<file path="config.mk">
export PLATFORM = sky130hd
export DESIGN_NAME = iterative_shifter
export DESIGN_NICKNAME = d
export VERILOG_FILES = /design/src/rtl/shifter_pkg.sv /design/src/rtl/shift_step.sv /design/src/rtl/iterative_shifter.sv
export SDC_FILE = /design/constraint.sdc
export NUM_CORES = 1
export LEC_CHECK = 0
export BUFFER_PORTS_ARGS = -buffer_cell sky130_fd_sc_hd__buf_2
export CORE_MARGIN = 5
export CORE_UTILIZATION = 50
export DETAILED_ROUTE_END_ITERATION = 6
export PLACE_DENSITY = 0.72
export SYNTH_ARGS = -nofsm -noshare
export SYNTH_HDL_FRONTEND = slang
export SYNTH_SLANG_ARGS = --single-unit
</file>
<file path="constraint.sdc">
create_clock -name clk -period 5.9 [get_ports clk]
set_clock_uncertainty 0.1 [all_clocks]
set_input_delay 0 -clock clk [delete_from_list [all_inputs] [get_ports clk]]
set_output_delay 0 -clock clk [all_outputs]
set_load 0.005 [all_outputs]
</file>
<file path="src/rtl/shifter_pkg.sv">
// Shared encodings for the iterative shifter: operation modes and FSM states.
package shifter_pkg;

  typedef enum logic [1:0] {
    MODE_SLL  = 2'b00,
    MODE_SRL  = 2'b01,
    MODE_SRA  = 2'b10,
    MODE_ROTL = 2'b11
  } mode_e;

  typedef enum logic [1:0] {
    ST_IDLE  = 2'b00,
    ST_SHIFT = 2'b01,
    ST_DONE  = 2'b10
  } state_e;

endpackage

</file>
<file path="src/rtl/shift_step.sv">
// Combinational single stage: shifts data by 0..STEP positions according to mode.
module shift_step
  import shifter_pkg::*;
#(
  parameter int unsigned N_BITS = 32,
  parameter int unsigned STEP   = 4,
  parameter int unsigned AMT_W  = $clog2(STEP + 1)
) (
  input  logic [N_BITS-1:0] data,
  input  mode_e             mode,
  input  logic [AMT_W-1:0]  amount,
  input  logic              sign,
  output logic [N_BITS-1:0] result
);

  logic [2*N_BITS-1:0] ext;

  // Select the shift flavour; the double-width vector gives sign fill and rotate wrap.
  always_comb begin
    result = data;
    ext    = '0;
    unique case (mode)
      MODE_SLL: result = data << amount;
      MODE_SRL: result = data >> amount;
      MODE_SRA: begin
        ext    = {{N_BITS{sign}}, data} >> amount;
        result = ext[N_BITS-1:0];
      end
      MODE_ROTL: begin
        ext    = {data, data} << amount;
        result = ext[2*N_BITS-1:N_BITS];
      end
      default: result = data;
    endcase
  end

endmodule

</file>
<file path="src/rtl/iterative_shifter.sv">
// Multi-cycle shifter moving at most STEP bit positions per clock, with start/busy/done.
module iterative_shifter
  import shifter_pkg::*;
#(
  parameter int unsigned N_BITS = 32,
  parameter int unsigned STEP   = 4,
  localparam int unsigned SHAMT_W = $clog2(N_BITS)
) (
  input  logic               clk,
  input  logic               reset,
  input  logic               start_i,
  input  logic [1:0]         mode_i,
  input  logic [SHAMT_W-1:0] shamt_i,
  input  logic [N_BITS-1:0]  data_i,
  output logic               busy_o,
  output logic               done_o,
  output logic [N_BITS-1:0]  data_o
);

  localparam int unsigned AMT_W = $clog2(STEP + 1);

  state_e               state_q, state_d;
  logic [N_BITS-1:0]    work_q, work_d;
  mode_e                mode_q, mode_d;
  logic [SHAMT_W-1:0]   rem_q, rem_d;
  logic                 sign_q, sign_d;
  logic [AMT_W-1:0]     step_amt;
  logic [N_BITS-1:0]    step_out;
  logic                 accept;

  // Amount moved this cycle: min(STEP, remaining).
  always_comb begin
    if (32'(rem_q) >= STEP) step_amt = AMT_W'(STEP);
    else                    step_amt = AMT_W'(rem_q);
  end

  shift_step #(
    .N_BITS (N_BITS),
    .STEP   (STEP),
    .AMT_W  (AMT_W)
  ) u_shift_step (
    .data   (work_q),
    .mode   (mode_q),
    .amount (step_amt),
    .sign   (sign_q),
    .result (step_out)
  );

  // A new request is taken whenever no shift is in flight, including the DONE cycle.
  assign accept = start_i && (state_q != ST_SHIFT);

  // Next-state logic: capture on accept, iterate in SHIFT, single-cycle DONE.
  always_comb begin
    state_d = state_q;
    work_d  = work_q;
    mode_d  = mode_q;
    rem_d   = rem_q;
    sign_d  = sign_q;
    unique case (state_q)
      ST_IDLE, ST_DONE: begin
        if (accept) begin
          work_d  = data_i;
          mode_d  = mode_e'(mode_i);
          rem_d   = shamt_i;
          sign_d  = data_i[N_BITS-1];
          state_d = (shamt_i != '0) ? ST_SHIFT : ST_DONE;
        end else if (state_q == ST_DONE) begin
          state_d = ST_IDLE;
        end
      end
      ST_SHIFT: begin
        work_d = step_out;
        rem_d  = rem_q - SHAMT_W'(step_amt);
        if (rem_d == '0) state_d = ST_DONE;
      end
      default: state_d = ST_IDLE;
    endcase
  end

  // State and datapath registers; reset aborts any operation in flight.
  always_ff @(posedge clk or posedge reset) begin
    if (reset) begin
      state_q <= ST_IDLE;
      work_q  <= '0;
      mode_q  <= MODE_SLL;
      rem_q   <= '0;
      sign_q  <= 1'b0;
    end else begin
      state_q <= state_d;
      work_q  <= work_d;
      mode_q  <= mode_d;
      rem_q   <= rem_d;
      sign_q  <= sign_d;
    end
  end

  assign busy_o = (state_q == ST_SHIFT);
  assign done_o = (state_q == ST_DONE);
  assign data_o = work_q;

endmodule

</file>
**Word level (Yosys, flattened, before mapping)**

Index checks and enable logic that the tools add are counted.

- Add/subtract/negate cells: 1
- $lt $le $gt $ge: 1
- Equality and inequality tests: 9
- Shift-type cells: 4
- Multiplexer cells: 11
- Reduce and logical (&&, ||, !) cells: 10

Operators with widths:

| operator | count |
|---|---|
| $pmux W32 S4 | 1 |
| $pmux W32 S2 | 1 |
| $shl A64 B3 Y64 | 1 |
| $shr A64 B3 Y32 | 1 |
| $mux W32 | 1 |
| $shl A32 B3 Y32 | 1 |
| $shr A32 B3 Y32 | 1 |
| $pmux W5 S2 | 1 |
| $mux W2 | 4 |
| $eq A2 B2 Y1 const B | 3 |
| $reduce_and A2 Y1 | 3 |
| $ge A5 B3 Y1 const B | 1 |
| $logic_not A5 Y1 | 1 |
| $mux W5 | 1 |
| $reduce_bool A5 Y1 | 1 |
| $sub A5 B3 Y5 | 1 |
| $eq A2 B1 Y1 const B | 2 |
| $logic_not A2 Y1 | 2 |
| $ne A2 B1 Y1 const B | 2 |
| $pmux W2 S2 | 1 |
| $mux W3 | 1 |
| $ne A3 B3 Y1 const B | 1 |
| $ne A2 B2 Y1 const B | 1 |
| $reduce_bool A2 Y1 | 1 |
| other kinds (2) | 2 |

- Register bits: 42
- Input port bits: 42
- Logic and storage cells: 41

**Depth between registers and ports, before layout**

Gate-level depths: netlist of the first run.

- Depth in word-level cells: 6
- Gate-level depth with buffers: 11

**Cells and area by module**

From an unflattened synthesis of the first run, not the netlist that was laid out.

- Cells, all modules: 508
- Area total of the unflattened synthesis: 4797.1 µm²

Modules (own cells, without submodules):

| module | times used | cells each | area each (µm²) | seq. area each (µm²) |
|---|---|---|---|---|
| shift_step | 1 | 288 | 2802.7 | 0.0 |
| iterative_shifter | 1 | 220 | 1994.4 | 1051.0 |

**Worst setup path before layout of the first run**

OpenSTA, ideal clock, no wires.

- Kind: flip-flop to flip-flop
- Start: register rem_q[4]
- End: register state_q[0]
- Arrival: 2251 ps
- Slack: 3413 ps
- Cell stages (with the launch flop): 11
- Buffers on the path: 3
- Clock period less this slack: 2487 ps
- Cells stage by stage: dfrtp_1 -> buf_2 -> or3_1 -> buf_2 -> buf_2 -> nand2_1 -> ha_1 -> or4_1 -> nand3_1 -> and3_1 -> o21ai_0

- Word-level cells in the longest chain between the ends: 6

Ends and longest elaborated chain:

| item | RTL line | text |
|---|---|---|
| start: declaration | iterative_shifter.sv:25 | `logic [SHAMT_W-1:0] rem_q, rem_d;` |
| start signal: assignment | iterative_shifter.sv:92 | `rem_q <= rem_d;` |
| $ge A5 B3 Y1 | iterative_shifter.sv:33 | `if (32'(rem_q) >= STEP) step_amt = AMT_W'(STEP);` |
| $mux W3 | iterative_shifter.sv:33 |  |
| $sub A5 B3 Y5 (*) | iterative_shifter.sv:73 | `rem_d = rem_q - SHAMT_W'(step_amt);` |
| $logic_not A5 Y1 (*) | iterative_shifter.sv:74 | `if (rem_d == '0) state_d = ST_DONE;` |
| $ne A2 B1 Y1 (no line) (*) | -- |  |
| $reduce_and A2 Y1 (no line) (*) | -- |  |
| end signal: assignment | iterative_shifter.sv:89 | `state_q <= state_d;` |
| end: declaration | iterative_shifter.sv:22 | `state_e state_q, state_d;` |

Mark *: on every way between the ends. The rest lies on a longest branch, timed or not.
A chain may end at the register's enable or synchronous reset.

**Worst setup path in the final report of the first run**

- Start: register rem_q[2]
- End: register state_q[0]

Same word-level chain as after synthesis.

==> summary.md, run 1 <==
| Metric | Value |
|---|---|
| Rel. slew slack | `21.4%` |
| Top-count cell post-synth | `nand2_1` |
| Wirelength, routed | `~17 mm` |
| Drt drc | `0` |
| Port bufs | `75` |
| Mux contribution to synthesized area | `about 15%` |
| Die Width | `~100 microns` |
| CP endpoint kind | `flip-flop` |
| Largest net degree at the start of global routing | `57` |
| Synth area leaders | `dfrtp_1 23%, nand2_1 11%, mux2i_1 10%` |
| Crit. Startpoint | `rem_q[2]$_DFFE_PP0P_` |
| Final Net Count | `roughly 700` |
| GRT Overall Usage | `29.4%` |
| Placed Area | `0.00479 sq mm` |
| Initial drt markers | `approximately 670` |
| GR peak layer | `met2` |
| Filler cells | `788` |
| Syn Area/Cell | `7.50 sq um` |
| Pwr/cell area | `617 mW/mm^2` |
| Grt met3 use | `6.54%` |
| Ys flop type | `dfrtp_1` |
| Via density | `between 6 and 7` |
| Dpl ws | `approximately 2.8 ns` |
| FF-to-FF Start | `rem_q[2]$_DFFE_PP0P_` |
| Layout area overhead | `16.3%` |
| Critical hold path startpoint | `data_i[28]` |
| Cell variety after synth | `between 60 and 70` |
| RSZ-0062 raised after global routing | `no` |
| Total negative slack | `0 ns` |
| Antenna viol nets, final | `0` |
| CP Class | `flip-flop to flip-flop` |
| Mapped Area | `0.00451 sq mm` |
| GRT met1 Usage | `around two fifths` |
| Share of layout cells above drive strength 1 | `between 10% and 20%` |
| Register area share after synthesis | `roughly a quarter` |
| Vias in the first global route | `about 5100` |
| Pwr Total | `3.24 mW` |
| Ant diodes | `0` |
| Ys async rst share | `between 90% and 100%` |
| Arr. time, crit path | `3.35 ns` |
| M2 GR Usage | `approximately 44%` |
| Fmax | `0.305 GHz` |
| Die area | `between 0.01 and 0.015 sq mm` |
| Reg area | `between 0.001 and 0.0015 sq mm` |
| H-tree lvl count | `2` |
| Starting Density | `51.4%` |
| Clock latency on the worst-skew pair | `between 0.3 and 0.4 ns` |
| Final core utilization | `59.9%` |
| Final Max Slew Viols | `0` |
| Setup-failing EPs final | `0` |
| Worst-margin pin slew | `around 1.2 ns` |
| Row Count | `34` |
| Hold Crit Class | `primary input to flip-flop` |
| Post-DR wirelength/cell | `21.5 microns` |
| VDD IR-drop max | `0.000270 V` |
| First-pass detailed-route iteration total | `6` |
| Post-route cell area | `0.00525 sq mm` |
| Detailed placement HPWL | `~11 mm` |
| Mapped Cells | `601` |
| Worst setup SP type | `flip-flop` |
| Ys Warns | `0` |
| Number of cells in the finished layout apart from fillers | `between 700 and 800` |
| WP data required | `between 5 and 6 ns` |
| Maximum buffer depth of the clock tree | `2` |
| Multi-input gate area | `0.00312 sq mm` |
| Vias | `about 5300` |
| Core footprint | `between 0.008 and 0.009 sq mm` |
| Remaining Overflow, GRT | `0` |
| CTS buffer count | `5` |
| Seq cells post-synth | `between 40 and 50` |
| Pleak | `2.25 nW` |
| GPL Wtd Cong | `slightly below 1` |
| MaxCap Viol Count | `0` |
| Max FO, Critical Path | `30` |
| CTS tree | `yes` |
| Top-area cell type share of the netlist area | `a little under a quarter` |
| Simple-gate area share of the yosys netlist | `about a quarter` |
| Antenna violations before repair | `0` |
| Commonest cells post-synth | `129 x nand2_1, 47 x mux2i_1, 44 x clkbuf_1` |
| Worst hold slack | `0.0118 ns` |
| # IOs | `76` |
| Post-CTS resize count | `0` |
| Post-CTS setup buffer count | `0` |
| Status | `completed` |
| Final hold vios | `0` |
| Clk sinks | `42` |
| Synthesized Nets | `647` |
| Main combinational cell family by area after synthesis | `compound AO/OA/AOI/OAI gates` |
| Synth area leader | `dfrtp_1` |
| Synth Area in Compound Gates | `28.0%` |
| Part of the cycle the worst path needs | `around 55%` |
| Worst-path clk slew | `~0.090 ns` |
| Placed Cells | `725` |
| Post-CTS Hold Fix Bufs | `36` |
| Tmin final | `between 3 and 4 ns` |
| DIE HEIGHT | `105 microns` |
| Root Buffer Master | `clkbuf_8` |
| Post-Synth Adder-Cell Area | `around 1.1%` |
| Global-route wire length before repair | `about 27 mm` |
| Number of flops mapped to enable cells by yosys | `0` |
| Post-Synth XOR/XNOR Area | `0%` |
| Worst Setup Slack, final | `roughly 2.6 ns` |
worst paths after layout:
kind                                                to  slack, ns  depth (start not counted)
worst max-delay path            state_q[0]$_DFFE_PP0P_       2.63                          7
worst max register to register  state_q[0]$_DFFE_PP0P_       2.63                          7
worst min-delay path            data_o[28]$_DFFE_PP0P_       0.01                          5
max in group asynchronous       data_o[12]$_DFFE_PP0P_       5.05                          4
worst min register to register      sign_q$_DFFE_PP0P_       0.38                          2
min in group asynchronous           sign_q$_DFFE_PP0P_       0.26                          4
worst max-delay path, stage by stage, from the launching register on:
cell and delay [ns]:
dfrtp_1 0.80, or3_1 0.99, nand2_1 0.14, ha_1 0.28
or4_1 0.47, nand3_1 0.11, and3_1 0.17, o21ai_0 0.07
layout make-up:
type | count | share of cell area (%)
multi-input cells | 481 | 59.4
flip-flops and latches | 42 | 20.0
repair buffers | 123 | 15.7
well taps | 108 | 2.58
clock buffers | 7 | 1.65
inverters | 7 | 0.501
clock inverters | 1 | 0.0954
sequential cells by signal, indices dropped and copies added (netlist names):
| name | cells |
|---|---|
| data_o | 32 |
| mode_q | 2 |
| rem_q | 5 |
| sign_q | 1 |
| state_q | 2 |
kinds of logic after synthesis:
| logic type | count (synthesis) |
|---|---|
| AND/OR/NAND/NOR | 232 |
| other | 1 |
| AO/OA/AOI/OAI | 183 |
| multiplexers | 61 |
| buffers and inverters | 78 |
| flip-flops | 42 |
| adder cells (fa/ha/maj) | 4 |
where the power goes:
part / internal [mW] / switching (mW)
clock: 0.0948 / 0.112
combinational: 0.878 / 1.32
sequential: 0.436 / 0.393
cell usage in the layout (no fill, tap or decap), drive strengths merged, types with 4 or more instances in the layout:
| cell type | netlist | layout |
|---|---|---|
| a2111oi | 7 | 7 |
| o21ai | 30 | 30 |
| o22ai | 10 | 10 |
| nand2 | 129 | 129 |
| a221oi | 9 | 9 |
| o221ai | 4 | 4 |
| nand3 | 21 | 21 |
| nor3b | 5 | 5 |
| inv | 7 | 6 |
| ha | 4 | 4 |
| mux2 | 8 | 8 |
| mux2i | 47 | 47 |
| and2 | 4 | 4 |
| a32oi | 7 | 7 |
| a22oi | 12 | 12 |
| a22o | 6 | 6 |
| buf | 27 | 87 |
| o211ai | 15 | 15 |
| a31oi | 17 | 17 |
| dlygate4sd3 | 0 | 36 |
| nor2b | 6 | 6 |
| a211oi | 8 | 8 |
| nor4 | 5 | 5 |
| dfrtp | 42 | 42 |
| nand2b | 6 | 6 |
| nor3 | 13 | 13 |
| clkbuf | 44 | 7 |
| a21oi | 34 | 34 |
| nor2 | 27 | 27 |
| mux4 | 6 | 6 |
metal layers:
layer  wire length (microns)  up-vias
li1                        -     2356
met4                     630        0
met2                    7280      405
met5                       0        -
met1                    6610     2439
met3                    2010       71
Power figures use the tool's default switching activity.
==> run 2: changes to the inputs <==
Clock period 5.9 ns to 3.35 ns, I/O delays scaled along.
==> run 2 against run 1 <==
The flow now finishes with violations (hold timing). Design area rose by 1.0%. Power is 79% higher. Flip-flop and latch count unchanged. Sequential share of layout area shrank 0.21 points. Clock power rose by 76%. Global-route usage up 1.0 points. Via count up 0.47%. First-iteration DRC count fell by 23%. Utilization grew 0.63 points. Final cell count grew 0.78%. Clock-buffer cell count unchanged. Non-clock buffer count is 6 higher. Critical endpoint is now data_o[31]$_DFFE_PP0P_. Largest cell class unchanged. Largest power group unchanged. Highest routed layer unchanged.
==> summary.md, run 2 (synthesis results as in run 1) <==
| Metric | Value |
|---|---|
| Hold Crit Class | `primary input to flip-flop` |
| Worst setup SP type | `flip-flop` |
| Ant diodes | `0 (unchanged)` |
| Pleak | `2.28 nW (+1.5%)` |
| Clock latency on the worst-skew pair | `0.31 ns (about the same)` |
| Die area | `0.0110 sq mm (unchanged)` |
| Final Net Count | `712 (+0.85%)` |
| VDD IR-drop max | `0.000505 V (+87%)` |
| Total negative slack | `0 ns (unchanged)` |
| Largest net degree at the start of global routing | `43 (-25%)` |
| Maximum buffer depth of the clock tree | `2 (unchanged)` |
| Worst-margin pin slew | `0.799 ns (-0.380 ns)` |
| Final Max Slew Viols | `0 (unchanged)` |
| H-tree lvl count | `2 (unchanged)` |
| Placed Cells | `732 (+0.97%)` |
| Global-route wire length before repair | `27.4 mm (+1.4%)` |
| Drt drc | `0 (unchanged)` |
| Largest delay share family, worst path | `simple AND/OR/NAND/NOR gates` |
| Wirelength, routed | `17.2 mm (+3.8%)` |
| Post-route cell area | `0.00530 sq mm (+1.0%)` |
| Initial drt markers | `521 (-23%)` |
| Root Buffer Master | `clkbuf_8` |
| Row Count | `34 (unchanged)` |
| Layout area overhead | `17.6%` |
| Placed Area | `0.00486 sq mm (+1.4%)` |
| DIE HEIGHT | `105 microns (unchanged)` |
| Most frequent cells in the layout | `129 x nand2_1, 75 x buf_2, 47 x mux2i_1` |
| CP Class | `flip-flop to flip-flop` |
| Vias | `5296 (+0.47%)` |
| Arr. time, crit path | `2.75 ns (-0.60 ns)` |
| Port bufs | `75 (unchanged)` |
| MaxCap Viol Count | `0 (unchanged)` |
| Number of flip-flops in the largest register | `32 (unchanged)` |
| Core footprint | `0.00876 sq mm (unchanged)` |
| Detailed placement HPWL | `11.5 mm (+5.0%)` |
| Worst-path clk slew | `0.09 ns (about the same)` |
| CTS tree | `yes` |
| CP bufs+invs | `0 (unchanged)` |
| Max incr delay on CP | `0.90 ns (-0.09 ns)` |
| GPL Wtd Cong | `0.957 (-0.73%)` |
| Worst hold slack | `-0.00337 ns (-0.0152 ns)` |
| Commonest non-fill, non-tap cell in the layout | `nand2_1` |
| CP endpoint kind | `flip-flop` |
| Failing checks | `hold timing` |
| Dpl ws | `0.738 ns (-2.02 ns)` |
| # IOs | `76 (unchanged)` |
| Fmax | `0.376 GHz (+23%)` |
| Status | `finished, violations left` |
| Rel. slew slack | `46.6% (+25 points)` |
| Die Width | `105 microns (unchanged)` |
| Tmin final | `2.66 ns (-0.614 ns)` |
| Max FO, Critical Path | `14 (-53%)` |
| Post-DR wirelength/cell | `22.2 microns (+3.0%)` |
| Number of cells in the finished layout apart from fillers | `775 (+0.78%)` |
| Worst Setup Slack, final | `0.690 ns (-1.94 ns)` |
| Pwr/cell area | `1090 mW/mm^2 (+77%)` |
| WP data required | `3.44 ns (-2.54 ns)` |
| Clk sinks | `42 (unchanged)` |
| Filler cells | `819 (+3.9%)` |
| Post-CTS setup buffer count | `0 (unchanged)` |
| First-pass detailed-route iteration total | `6 (unchanged)` |
| Via density | `6.83 (-0.30%)` |
| Setup-failing EPs final | `0 (unchanged)` |
| RSZ-0062 raised after global routing | `no` |
| Starting Density | `51.4% (unchanged)` |
| Part of the cycle the worst path needs | `79.4% (+24 points)` |
| GRT Overall Usage | `30.5% (+1.0 points)` |
| Final hold vios | `1 (+1)` |
| Vias in the first global route | `5050 (-0.71%)` |
| Antenna viol nets, final | `0 (unchanged)` |
| CTS buffer count | `5 (unchanged)` |
| Remaining Overflow, GRT | `0 (unchanged)` |
| Share of layout cells above drive strength 1 | `18.7% (+0.89 points)` |
| Worst-path cell chain | `or4_1 -> nor2_1 -> mux2_2 -> a221oi_1 -> a21oi_1` |
| Max stage delay cell, worst path | `or4_1` |
| Antenna violations before repair | `0 (unchanged)` |
## run 2: cell type report
| class | instances | area, sq um | area share (%) |
|---|---|---|---|
| Inverter | 7 | 26.3 | 0.496 |
| Clock buffer | 7 | 86.3 | 1.63 |
| Multi-Input combinational cell | 481 | 3120 | 58.8 |
| Sequential cell | 42 | 1050 | 19.8 |
| Tap cell | 108 | 135 | 2.55 |
| Timing Repair Buffer | 129 | 881 | 16.6 |
| Clock inverter | 1 | 5.00 | 0.0944 |
## run 2: final timing paths
path                                      start                endpoint  slack [ns]  depth (start not counted)
hold reg to reg              sign_q$_DFFE_PP0P_      sign_q$_DFFE_PP0P_        0.38                          2
max in group asynchronous                 reset  data_o[16]$_DFFE_PP0P_        2.48                          4
setup / recovery           rem_q[3]$_DFFE_PP0P_  data_o[31]$_DFFE_PP0P_        0.69                          5
hold / removal                       data_i[27]  data_o[27]$_DFFE_PP0P_      -0.003                          5
min in group asynchronous                 reset  state_q[0]$_DFFE_PP0P_        0.27                          4
setup reg to reg           rem_q[3]$_DFFE_PP0P_  data_o[31]$_DFFE_PP0P_        0.69                          5
## run 2: power by group
part	internal (mW)	switching, mW	total (mW)
logic	1.60	2.33	3.94
clock network	0.167	0.197	0.364
registers	0.767	0.725	1.49
## run 2: metrics by stage
step / power, mW / utilization [%] / hold slack (ns)
global placement: 5.22 / 55.4 / 0.0662
floorplan: 4.07 / - / 0.00544
finish: 5.79 / 60.5 / -0.00337
detailed placement: 5.27 / 55.4 / 0.0768
CTS: 5.67 / 60.5 / 0.00420
global route: 6.19 / 60.5 / 0.0226
## run 2: worst register-to-register path: stages, from the launching register on
cell      delay (ns)
dfrtp_1         0.60
or4_1           0.90
nor2_1          0.26
mux2_2          0.35
a221oi_1        0.25
a21oi_1         0.09
## run 2: timing repair
item                                   CTS  global route
hold buffers                            35             0
endpoints found under the hold margin   78             0
resized for setup                        0             0
setup endpoints to repair                0             0
## run 2: metal layers
layer / wire length [microns] / track usage [%] / up-vias
li1: - / - / 2369
met1: 6920 / 41.5 / 2488
met2: 7600 / 46.4 / 374
met3: 1980 / 7.03 / 65
met4: 659 / 13.2 / 0
met5: 0 / 0 / -
==> run 3: changes to the inputs <==
Settings changed: PLACE_DENSITY 0.72 to 0.75.
Clock period 3.35 ns to 2.3 ns, I/O delays scaled along.
==> run 3 against run 2 <==
Clock-buffer cell count is 1 higher. Fmax is 14% higher. Sequential share of layout area shrank 1.5 points. Utilization is 5.3 points higher. The flow finishes with violations (setup timing). Non-clock buffer count grew 48. Worst hold slack improved by 0.016 ns. Largest power group unchanged.
==> summary.md, run 3 (synthesis results as in run 1) <==
| Metric | Value |
|---|---|
| Status | `finished, violations left` |
| Failing checks | `setup timing` |
| Clock power frac | `5.4% (-0.9 points)` |
| Worst Setup Slack, final | `-0.0358 ns (-0.726 ns)` |
| Hold Crit Class | `primary input to flip-flop` |
| # IOs | `76 (unchanged)` |
| Post-route cell area | `0.00576 sq mm (+8.7%)` |
| Commonest non-fill, non-tap cell in the layout | `nand2_1` |
| Part of the cycle the worst path needs | `102% (+22 points)` |
| Most frequent cells in the layout | `127 x nand2_1, 75 x buf_2, 59 x buf_4` |
| Drt drc | `0 (unchanged)` |
| Switching power | `5.05 mW (+55%)` |
| Worst setup SP type | `flip-flop` |
| Detailed placement HPWL | `12.6 mm (+9.6%)` |
| Grt met3 use | `7.89% (+0.86 points)` |
| GRT met1 Usage | `42.7% (+1.3 points)` |
| Row Count | `34 (unchanged)` |
| MaxCap Viol Count | `0 (unchanged)` |
| Final hold vios | `0 (-1)` |
| Reg power frac | `21.6% (-4.2 points)` |
| Post-DR wirelength/cell | `21.9 microns (-0.98%)` |
| Via density | `6.75 (-1.3%)` |
| Pwr/cell area | `1610 mW/mm^2 (+47%)` |
| Pleak | `2.53 nW (+11%)` |
| Antenna violations before repair | `0 (unchanged)` |
| Antenna viol nets, final | `0 (unchanged)` |
| DIE HEIGHT | `105 microns (unchanged)` |
| H-tree lvl count | `2 (unchanged)` |
| CP Class | `flip-flop to flip-flop` |
| Cell-internal power | `4.23 mW (+67%)` |
| CTS tree | `yes` |
| Filler cells | `751 (-8.3%)` |
| Clk sinks | `42 (unchanged)` |
| Setup-failing EPs final | `1 (+1)` |
| Global-route wire length before repair | `28.5 mm (+4.3%)` |
| Total negative slack | `-0.0358 ns (-0.0358 ns)` |
| Max stage delay cell, worst path | `or4b_4` |
| Root Buffer Master | `clkbuf_8` |
| Rel. slew slack | `17.9% (-29 points)` |
| Max incr delay on CP | `0.61 ns (-0.29 ns)` |
| GRT Overall Usage | `31.6% (+1.1 points)` |
| VDD IR-drop max | `0.000804 V (+59%)` |
| Sw Share | `54.4% (-1.8 points)` |
| CP endpoint kind | `flip-flop` |
| GR peak layer | `met2` |
| Placed Area | `0.00523 sq mm (+7.6%)` |
| WP data required | `2.36 ns (-1.08 ns)` |
| Starting Density | `51.4% (unchanged)` |
| Max FO, Critical Path | `10 (-4)` |
| First-pass detailed-route iteration total | `6 (unchanged)` |
| Core footprint | `0.00876 sq mm (unchanged)` |
| Final Max Slew Viols | `0 (unchanged)` |
| Layout area overhead | `27.8%` |
| Fmax | `0.428 GHz (+14%)` |
| Remaining Overflow, GRT | `0 (unchanged)` |
| GPL Wtd Cong | `1.01 (+5.3%)` |
| Worst-margin pin slew | `1.22 ns (+0.426 ns)` |
| Number of flip-flops in the largest register | `32 (unchanged)` |
| Largest net degree at the start of global routing | `44 (+2.3%)` |
| Ant diodes | `0 (unchanged)` |
| CTS buffer count | `5 (unchanged)` |
| Share of layout cells above drive strength 1 | `26.0% (+7.3 points)` |
| Die area | `0.0110 sq mm (unchanged)` |
| Comb pwr share | `73.0% (+5.0 points)` |
| Worst-path clk slew | `0.10 ns (about the same)` |
| Port bufs | `75 (unchanged)` |
| Vias | `5553 (+4.9%)` |
| Worst-path cell chain | `or4b_4 -> buf_4 -> mux2i_1 -> o221ai_1 -> nor2_1 -> a32oi_1` |
| Tmin final | `2.34 ns (-0.324 ns)` |
| Die Width | `105 microns (unchanged)` |
| Final Net Count | `760 (+6.7%)` |
| Arr. time, crit path | `2.39 ns (-0.36 ns)` |
| Initial drt markers | `725 (+39%)` |
| Wirelength, routed | `18.1 mm (+5.1%)` |
| M2 GR Usage | `47.9% (+1.6 points)` |
| Clock latency on the worst-skew pair | `0.31 ns (about the same)` |
| Vias in the first global route | `5337 (+5.7%)` |
| Maximum buffer depth of the clock tree | `2 (unchanged)` |
run 3: cell types whose count changed in the layout (fill, tap and decap cells not counted), moves of 2 or more:
cell / previous run / this run
buf_4: 18 / 59
a2111oi_0: 7 / 4
dfrtp_2: 0 / 3
clkbuf_1: 1 / 3
nand2_2: 0 / 2
nand2_1: 129 / 127
dfrtp_1: 42 / 39
buf_12: 1 / 4
a2111oi_1: 0 / 3
buf_6: 0 / 3
run 3: critical path: cells and delay by family (launching register included):
kind                   cells  cell delay (ns)
AO/OA/AOI/OAI              2             0.26
buffers and inverters      1             0.22
multiplexers               1             0.30
AND/OR/NAND/NOR            2             0.81
flip-flops                 1             0.49
run 3: final timing paths:
path / startpoint / slack, ns / cells after the start / to
hold / removal: data_i[0] / 0.01 / 4 / data_o[0]$_DFFE_PP0P_
setup reg to reg: rem_q[3]$_DFFE_PP0P_ / -0.04 / 6 / data_o[10]$_DFFE_PP0P_
hold reg to reg: sign_q$_DFFE_PP0P_ / 0.38 / 2 / sign_q$_DFFE_PP0P_
min in group asynchronous: reset / 0.30 / 3 / rem_q[2]$_DFFE_PP0P_
max in group asynchronous: reset / 1.11 / 4 / data_o[24]$_DFFE_PP0P_
setup / recovery: rem_q[3]$_DFFE_PP0P_ / -0.04 / 6 / data_o[10]$_DFFE_PP0P_
run 3: repair_timing:
action / CTS / global route
endpoints found under the setup margin: 0 / 25
hold buffers: 36 / 0
endpoints found under the hold margin: 64 / 0
resized for setup: 0 / 21
buffers inserted: 0 / 3
run 3: area by class of cell:
class	instances	area (sq um)	share of cell area, %
clock buffers	8	80.1	1.39
inverters	7	30.0	0.521
multi-input cells	481	3170	55.0
flip-flops and latches	42	1050	18.3
well taps	108	135	2.35
repair buffers	177	1290	22.4
run 3: power groups by stage:
stage | combinational (mW) | clock, mW | sequential, mW
floorplan | 4.47 | 0 | 1.48
global placement | 6.22 | 0 | 1.93
detailed placement | 6.34 | 0 | 1.95
CTS | 6.41 | 0.504 | 1.93
global route | 7.30 | 0.527 | 2.03
finish | 6.77 | 0.504 | 2.00
run 3: routing by layer:
layer / part of all wire, % / vias to the layer above
li1: - / 2460
met1: 38 / 2544
met2: 44 / 464
met3: 14 / 85
met4: 4.6 / 0
met5: 0 / -
run 3: through the flow:
step / std cells / hold WS, ns / worst slack [ns] / power (mW) / utilization (%)
after floorplan: 601 / 0.00544 / 0.00597 / 5.95 / -
after global placement: 776 / 0.0889 / 0.0843 / 8.14 / 59.7
after detailed placement: 776 / 0.112 / 0.0474 / 8.29 / 59.7
after CTS: 820 / 0.00768 / 0.0166 / 8.84 / 64.7
after global routing: 823 / 0.0419 / -0.0126 / 9.86 / 65.7
final: 823 / 0.0122 / -0.0358 / 9.28 / 65.7
